--- src/rtl/countdown_sequencer_pkg.sv ---
// -----------------------------------------------------------------------------
// countdown_sequencer_pkg
//   Shared definitions for the countdown sequencer:
//     - state_t : 2-bit sequencer state encoding
//                 IDLE=2'b00, RUN=2'b01, FIN=2'b10. 2'b11 is illegal and
//                 recovers to IDLE on the next edge.
//     - CNT_WIDTH_DEFAULT : default counter width.
// -----------------------------------------------------------------------------
package countdown_sequencer_pkg;

  localparam int CNT_WIDTH_DEFAULT = 6;

  typedef enum logic [1:0] {
    ST_IDLE = 2'b00,
    ST_RUN  = 2'b01,
    ST_FIN  = 2'b10
  } state_t;

endpackage : countdown_sequencer_pkg

--- src/rtl/down_counter_load.sv ---
// -----------------------------------------------------------------------------
// down_counter_load
//   Loadable down-counter built from toggle-plus-load cells. Each bit toggles
//   when a decrement is requested and every lower bit is 0 (borrow chain, the
//   mirror of an up-counter carry chain). Load overrides decrement.
//
// Ports:
//   clk    in   rising-edge clock
//   clr_n  in   asynchronous active-low clear (q -> 0)
//   load   in   load d into q on the next edge
//   d      in   load value [WIDTH-1:0]
//   dec    in   decrement request (ignored while load is high)
//   q      out  current count [WIDTH-1:0]
// -----------------------------------------------------------------------------
module down_counter_load
  import countdown_sequencer_pkg::*;
#(
  parameter int WIDTH = CNT_WIDTH_DEFAULT
) (
  input  logic             clk,
  input  logic             clr_n,
  input  logic             load,
  input  logic [WIDTH-1:0] d,
  input  logic             dec,
  output logic [WIDTH-1:0] q
);

  logic [WIDTH-1:0] r_q;
  // w_borrow[i] is the toggle enable of bit i: a decrement reaches bit i only
  // when all bits below it are 0 and must borrow.
  logic [WIDTH-1:0] w_borrow;

  assign w_borrow[0] = dec;

  for (genvar i = 1; i < WIDTH; i++) begin : g_borrow
    assign w_borrow[i] = w_borrow[i-1] & ~r_q[i-1];
  end

  // NOTE: clocked state is written with non-blocking assignments so every
  // flop samples the pre-edge values, regardless of statement order.
  always_ff @(posedge clk or negedge clr_n) begin
    if (!clr_n) begin
      r_q <= '0;
    end else if (load) begin
      r_q <= d;
    end else begin
      r_q <= r_q ^ w_borrow;  // T flip-flops: toggle where enabled
    end
  end

  assign q = r_q;

endmodule : down_counter_load

--- src/rtl/countdown_sequencer.sv ---
// -----------------------------------------------------------------------------
// countdown_sequencer
//   Loads a cycle budget and counts it down to zero with a start/busy/done
//   handshake. start (priority over en, in every state) loads load_val; a
//   nonzero value enters RUN, zero goes straight to FIN. In RUN each enabled
//   cycle decrements; the 1->0 step enters FIN, which lasts exactly one cycle
//   and pulses done before returning to IDLE.
//
// Ports:
//   clk       in   rising-edge clock
//   clr_n     in   asynchronous active-low reset
//   start     in   load request, samples load_val
//   load_val  in   initial count [WIDTH-1:0]
//   en        in   count enable (used only in RUN)
//   count     out  current counter value [WIDTH-1:0]
//   busy      out  high while in RUN (decoded from state)
//   done      out  one-cycle pulse in FIN (decoded from state)
//   zero      out  combinational count == 0
// -----------------------------------------------------------------------------
module countdown_sequencer
  import countdown_sequencer_pkg::*;
#(
  parameter int WIDTH = CNT_WIDTH_DEFAULT
) (
  input  logic             clk,
  input  logic             clr_n,
  input  logic             start,
  input  logic [WIDTH-1:0] load_val,
  input  logic             en,
  output logic [WIDTH-1:0] count,
  output logic             busy,
  output logic             done,
  output logic             zero
);

  state_t r_state;
  state_t w_next_state;
  logic   w_dec;

  // RUN is only entered with a nonzero count and left on the 1->0 step, so
  // the counter never decrements from 0.
  assign w_dec = !start && (r_state == ST_RUN) && en;

  down_counter_load #(
    .WIDTH (WIDTH)
  ) u_counter (
    .clk   (clk),
    .clr_n (clr_n),
    .load  (start),
    .d     (load_val),
    .dec   (w_dec),
    .q     (count)
  );

  always_ff @(posedge clk or negedge clr_n) begin
    if (!clr_n) begin
      r_state <= ST_IDLE;
    end else begin
      r_state <= w_next_state;
    end
  end

  // NOTE: the default assignment first guarantees w_next_state is written on
  // every path, so no latch is inferred.
  always_comb begin
    w_next_state = r_state;
    if (start) begin
      w_next_state = (load_val != '0) ? ST_RUN : ST_FIN;
    end else begin
      unique case (r_state)
        ST_IDLE: w_next_state = ST_IDLE;
        ST_RUN:  if (en && (count == WIDTH'(1))) w_next_state = ST_FIN;
        ST_FIN:  w_next_state = ST_IDLE;
        default: w_next_state = ST_IDLE;  // illegal 2'b11 recovers
      endcase
    end
  end

  assign busy = (r_state == ST_RUN);
  assign done = (r_state == ST_FIN);
  assign zero = (count == '0);

endmodule : countdown_sequencer

--- config.mk ---
export PLATFORM = sky130hd
export DESIGN_NAME = countdown_sequencer
export DESIGN_NICKNAME = d
export VERILOG_FILES = /design/src/rtl/countdown_sequencer_pkg.sv /design/src/rtl/down_counter_load.sv /design/src/rtl/countdown_sequencer.sv
export SDC_FILE = /design/constraint.sdc
export NUM_CORES = 1
export LEC_CHECK = 0
export BUFFER_PORTS_ARGS = -buffer_cell sky130_fd_sc_hd__buf_2
export CORE_UTILIZATION = 35
export DETAILED_ROUTE_END_ITERATION = 6
export PLACE_DENSITY_LB_ADDON = 0.05
export SYNTH_ARGS = -nofsm -noshare
export SYNTH_HDL_FRONTEND = slang
export SYNTH_SLANG_ARGS = --single-unit
--- constraint.sdc ---
create_clock -name clk -period 1.7 [get_ports clk]
set_input_delay 0.425 -clock clk [delete_from_list [all_inputs] [get_ports clk]]
set_output_delay 0.425 -clock clk [all_outputs]
set_load 0.01 [all_outputs]
Word level (Yosys, flattened, before mapping)
Index checks and enable logic that the tools add are counted.
Storage, ports and cells
  register bits: 8
  input bits: 10
  logic and storage cells: 28
Cells by class
  eq/ne operators: 4
  mux-type cells: 5
  bitwise operators: 11
  reduce and logical (&&, ||, !) cells: 6
Operators with widths (number)
  $mux 2: 4
  $eq 6x1->1 const B: 1
  $logic_not 6->1: 1
  $mux 6: 1
  $reduce_bool 6->1: 1
  $xor 6x6->6: 1
  $and 1x1->1: 5
  $not 1->1: 5
  $logic_and 1x1->1: 3
  $ne 3x2->1 const B: 1
  $eq 2x1->1 const B: 1
  $eq 2x2->1 const B: 1
  $logic_not 1->1: 1

Longest topological paths before layout
  depth after elaboration: 10
  gate-level depth with buffers: 10
  depth with buffers taken out: 9

Hierarchy
Synthesis repeated with hierarchy kept, for this count alone.
Second synthesis, totals
  cell total of the unflattened synthesis: 49
  area total of the unflattened synthesis: 465.4 um2
Modules (own cells, without submodules)
  down_counter_load: instances 1, cells an instance 30, area each 316.6 um2, sequential area each 150.1 um2
  countdown_sequencer: instances 1, cells an instance 19, area each 148.9 um2, sequential area each 50.0 um2

Worst setup path before layout
OpenSTA, ideal clock, no wires.
  path kind: input to register
  start point: input start
  end point: register u_counter.r_q[5], in the netlist u_counter.q[5]
  library setup time: 83 ps
  arrival: 1895 ps
  data required time: 1617 ps
  setup slack: -278 ps
  stages on the path: 10
  path buffers: 2
  path through: buf_2 buf_2 nor3b_1 ha_1 ha_1 ha_1 ha_1 ha_1 xnor2_1 o21ai_0
On the way
  longest elaborated chain between the ends: 10
RTL lines
  start: declaration: RTL line countdown_sequencer.sv:27  | input logic start,
  $logic_not 1->1: RTL line countdown_sequencer.sv:42  | assign w_dec = !start && (r_state == ST_RUN) && en;
  $logic_and 1x1->1 (2 in series): RTL line countdown_sequencer.sv:42
  $and 1x1->1 (5 in series): RTL line down_counter_load.sv:36  | assign w_borrow[i] = w_borrow[i-1] & ~r_q[i-1];
  $xor 6x6->6: RTL line down_counter_load.sv:47  | r_q <= r_q ^ w_borrow;
  $mux 6 (*): RTL line down_counter_load.sv:44  | end else if (load) begin
  end signal: assignment: RTL line down_counter_load.sv:47
  end: declaration: RTL line down_counter_load.sv:28  | logic [WIDTH-1:0] r_q;
Mark *: on every way between the ends. The rest lies on a longest branch, timed or not.
A chain may end at the register's enable or synchronous reset.

Worst setup path after layout
  start point: register r_state[1]
  end point: register u_counter.r_q[5], in the netlist u_counter.q[5]
On the way
  longest elaborated chain between the ends: 10
RTL lines
  start: declaration: RTL line countdown_sequencer.sv:36  | state_t r_state;
  start signal: assignment: RTL line countdown_sequencer.sv:59  | r_state <= w_next_state;
  $eq 2x1->1: RTL line countdown_sequencer.sv:42
  $logic_and 1x1->1 (2 in series): RTL line countdown_sequencer.sv:42
  $and 1x1->1 (5 in series): RTL line down_counter_load.sv:36
  $xor 6x6->6: RTL line down_counter_load.sv:47
  $mux 6: RTL line down_counter_load.sv:44
No other way between the ends.

==> flow_summary_export.csv <==
group,metric,value,unit
placed_design,dp_hpwl,774.4,um
placed_design,io_buffers,18,
yosys,seq_area_frac_synth,0.4384,
routing,dr.pass1.iters,3,
grt,grt_overflow,0,
timing,finalHoldViolCount,0,
min_path,holdCritPathClass,"input port to register",
yosys,synth_top_cell_by_area,"dfrtp_1",
worst_setup_path,slowest_stage,"dfrtp_1",
yosys,yosys_warnings,0,
yosys,ys_ff_latch,8,
clocking,post_cts_buffers,0,
yosys,yosys-top-cells-count,"dfrtp_1, inv_1, nand2_1, ha_1, o21ai_0",
worst_setup_path,critPathKind,"register to register",
timing,timing.fmax,589.5,MHz
yosys,async_flop_share,1.000,
routing,drc,0,
timing,slew_violations,0,
placed_design,dp.cells,80,
worst_setup_path,cp-start-kind,"register",
yosys,avgSynthCellArea,9.514,um2
clocking,cts_tree,"yes",
outcome,status,"finished, final reports clean",
clocking,clock_path_buffers,2,
clocking,clk_pin_slew,60,ps
pwr,leakage,0.3290,nW
final_layout,drive_above_1_share,0.4571,
floorplan,num_io_pins,19,
final_layout,fillerInstances,102,
worst_setup_path,cp_slowest_stage_delay,370,ps
yosys,synthCells,48,
yosys,synth.area.top_cells,"dfrtp_1, ha_1, inv_1, o21ai_0, nand2_1",
routing,viasPerCell,4.893,
routing,drtAntennaViolNets,0,
timing,setup_viol,0,
floorplan,rows,12,
timing,finClkSkew,2.505,ps
grt,grt_pass1_wl,1559,um
final_layout,fin_cells,84,
clocking,cts_buffers,3,
final_layout,fin_nets,87,
grt,grt_use_total,0.1710,
yosys,synthesis.area,456.7,um2
flow_run,drv_cap,0,
timing,post-route-period-util,0.9979,
placed_design,gp_congestion,0.6935,
timing,setup_ws,3.573,ps
final_layout,syn_to_final_growth,46.85,%
yosys,synth_most_common_cell,"dfrtp_1",
yosys,synth_cell_types,19,
pwr,ir_drop,0.0004652,V
placed_design,pre_cts_slack,-138.6,ps
clocking,root_buffer,"clkbuf_4",
worst_setup_path,critPathArrivalTime,1840,ps
worst_setup_path,crit_top_cell,"ha_4",
clocking,cts_max_level,1,
floorplan,die-area,1453,um2
routing,via_count,411,
timing,worstMarginPinSlew,262.8,ps
final_layout,antenna_cells,0,
worst_setup_path,path_cells,"nand2b_4, nor3b_2, ha_2, ha_4, ha_4, ha_4, ha_4, xnor2_1, o21ai_1",
pwr,power_density,743.6,nW/um2
grt,grt_max_degree,16,
routing,drt_iter0_drc,1,
floorplan,die_h,38.12,um
timing,relSlewSlack,0.8235,
floorplan,start_util,0.3950,
worst_setup_path,worst_setup_path_end_kind,"register",
timing,min_period,1696,ps
clocking,clock_latency,260,ps
clocking,clkSinkCount,8,
worst_setup_path,path_max_fanout,2,
floorplan,core,1156,um2
routing,wl,975,um
routing,wire_per_inst,11.61,um
final_layout,final_area,670.6,um2
yosys,synth_ff_type,"dfrtp_1",
timing,rsz0062_at_grt,"yes",
worst_setup_path,critPathRequiredTime,1840,ps
yosys,synth_edf_count,0,
yosys,synth_nets,63,
grt,antenna_found_initial,0,
final_layout,finish.utilization,0.5801,
grt,grt_pass1_vias,359,
yosys,synth_top_area_share,0.4384,
floorplan,die_w,38.12,um
placed_design,place_area,626.9,um2
-- stage by stage --
| stage | hold WS [ps] | setup TNS [ps] | total power, mW |
|---|---|---|---|
| CTS | 393.5 | -12.95 | 0.5057 |
| floorplan | 129.4 | -125.7 | 0.2965 |
| global placement | 279.5 | -166.1 | 0.3449 |
| finish | 400.3 | 0 | 0.4987 |
| global route | 403.5 | -143.3 | 0.5348 |
| detailed placement | 277.9 | -208.7 | 0.3486 |
-- path summary, 6_finish.rpt --
path | end | cells after the start | startpoint | slack (ps)
hold reg to reg | u_counter.q[5] | 2 | u_counter.q[5] | 600
setup / recovery | u_counter.q[5] | 9 | r_state[1] | 4
min in group asynchronous | u_counter.q[5] | 2 | clr_n | 530
max in group asynchronous | u_counter.q[2] | 2 | clr_n | 990
setup reg to reg | u_counter.q[5] | 9 | r_state[1] | 4
hold / removal | u_counter.q[5] | 3 | load_val[5] | 400
-- registers in the layout, indices dropped and copies added (netlist names) --
name / count
r_state: 2
u_counter.q: 6
-- worst max-delay path: cells and delay by family (launching register included) --
kind	cells	cell delay, ps
compound gates	1	80
flops	1	370
simple gates	2	300
fa+ha+maj	5	720
xor+xnor	1	100
-- cell families after synthesis --
| kind of cell | after synthesis | share of synthesized area |
|---|---|---|
| AOI/OAI and AO/OA | 7 | 0.09041 |
| xor gates and xnor gates | 1 | 0.01918 |
| adders and majority gates | 5 | 0.1370 |
| buffers and inverters | 9 | 0.07946 |
| DFF | 8 | 0.4384 |
| muxes | 1 | 0.02192 |
| and+or+nand+nor | 17 | 0.2137 |
-- cells in the final DEF, fill, tap and decap left out, drive strengths merged, types with 3 or more instances in the layout --
master	instances
ha	5
clkbuf	3
o21ai	5
dfrtp	8
buf	20
nor2	3
nand2	6
inv	7
-- routing by layer --
| layer | vias up | GRT usage | wire [um] |
|---|---|---|---|
| met3 | 4 | 0.06977 | 72 |
| met4 | 0 | 0.08036 | 21 |
| li1 | 206 | - | - |
| met2 | 16 | 0.2839 | 470 |
| met1 | 185 | 0.1868 | 411 |
| met5 | - | 0 | 0 |
-- final cells by class --
class                      count  area, um2  area share
inverter                       7      26.28     0.03918
tap                           14      17.52     0.02612
multi-input combinational     31      289.0      0.4310
sequential                     8      200.2      0.2985
timing repair buffer          21      115.1      0.1716
clock buffer                   3      22.52     0.03358
-- power breakdown --
| part | leakage (nW) | switching [mW] | internal, mW |
|---|---|---|---|
| sequential | 0.0970 | 0.0147 | 0.209 |
| clock | 0.0138 | 0.0683 | 0.0810 |
| combinational | 0.218 | 0.0671 | 0.0584 |
-- timing repair --
| item | CTS | global route |
|---|---|---|
| endpoints found under the setup margin | 2 | 3 |
| hold buffers | 1 | 0 |
| pin swaps | 2 | 0 |
| endpoints found under the hold margin | 4 | 0 |
| gates resized for setup | 1 | 1 |
Power figures use the tool's default switching activity.
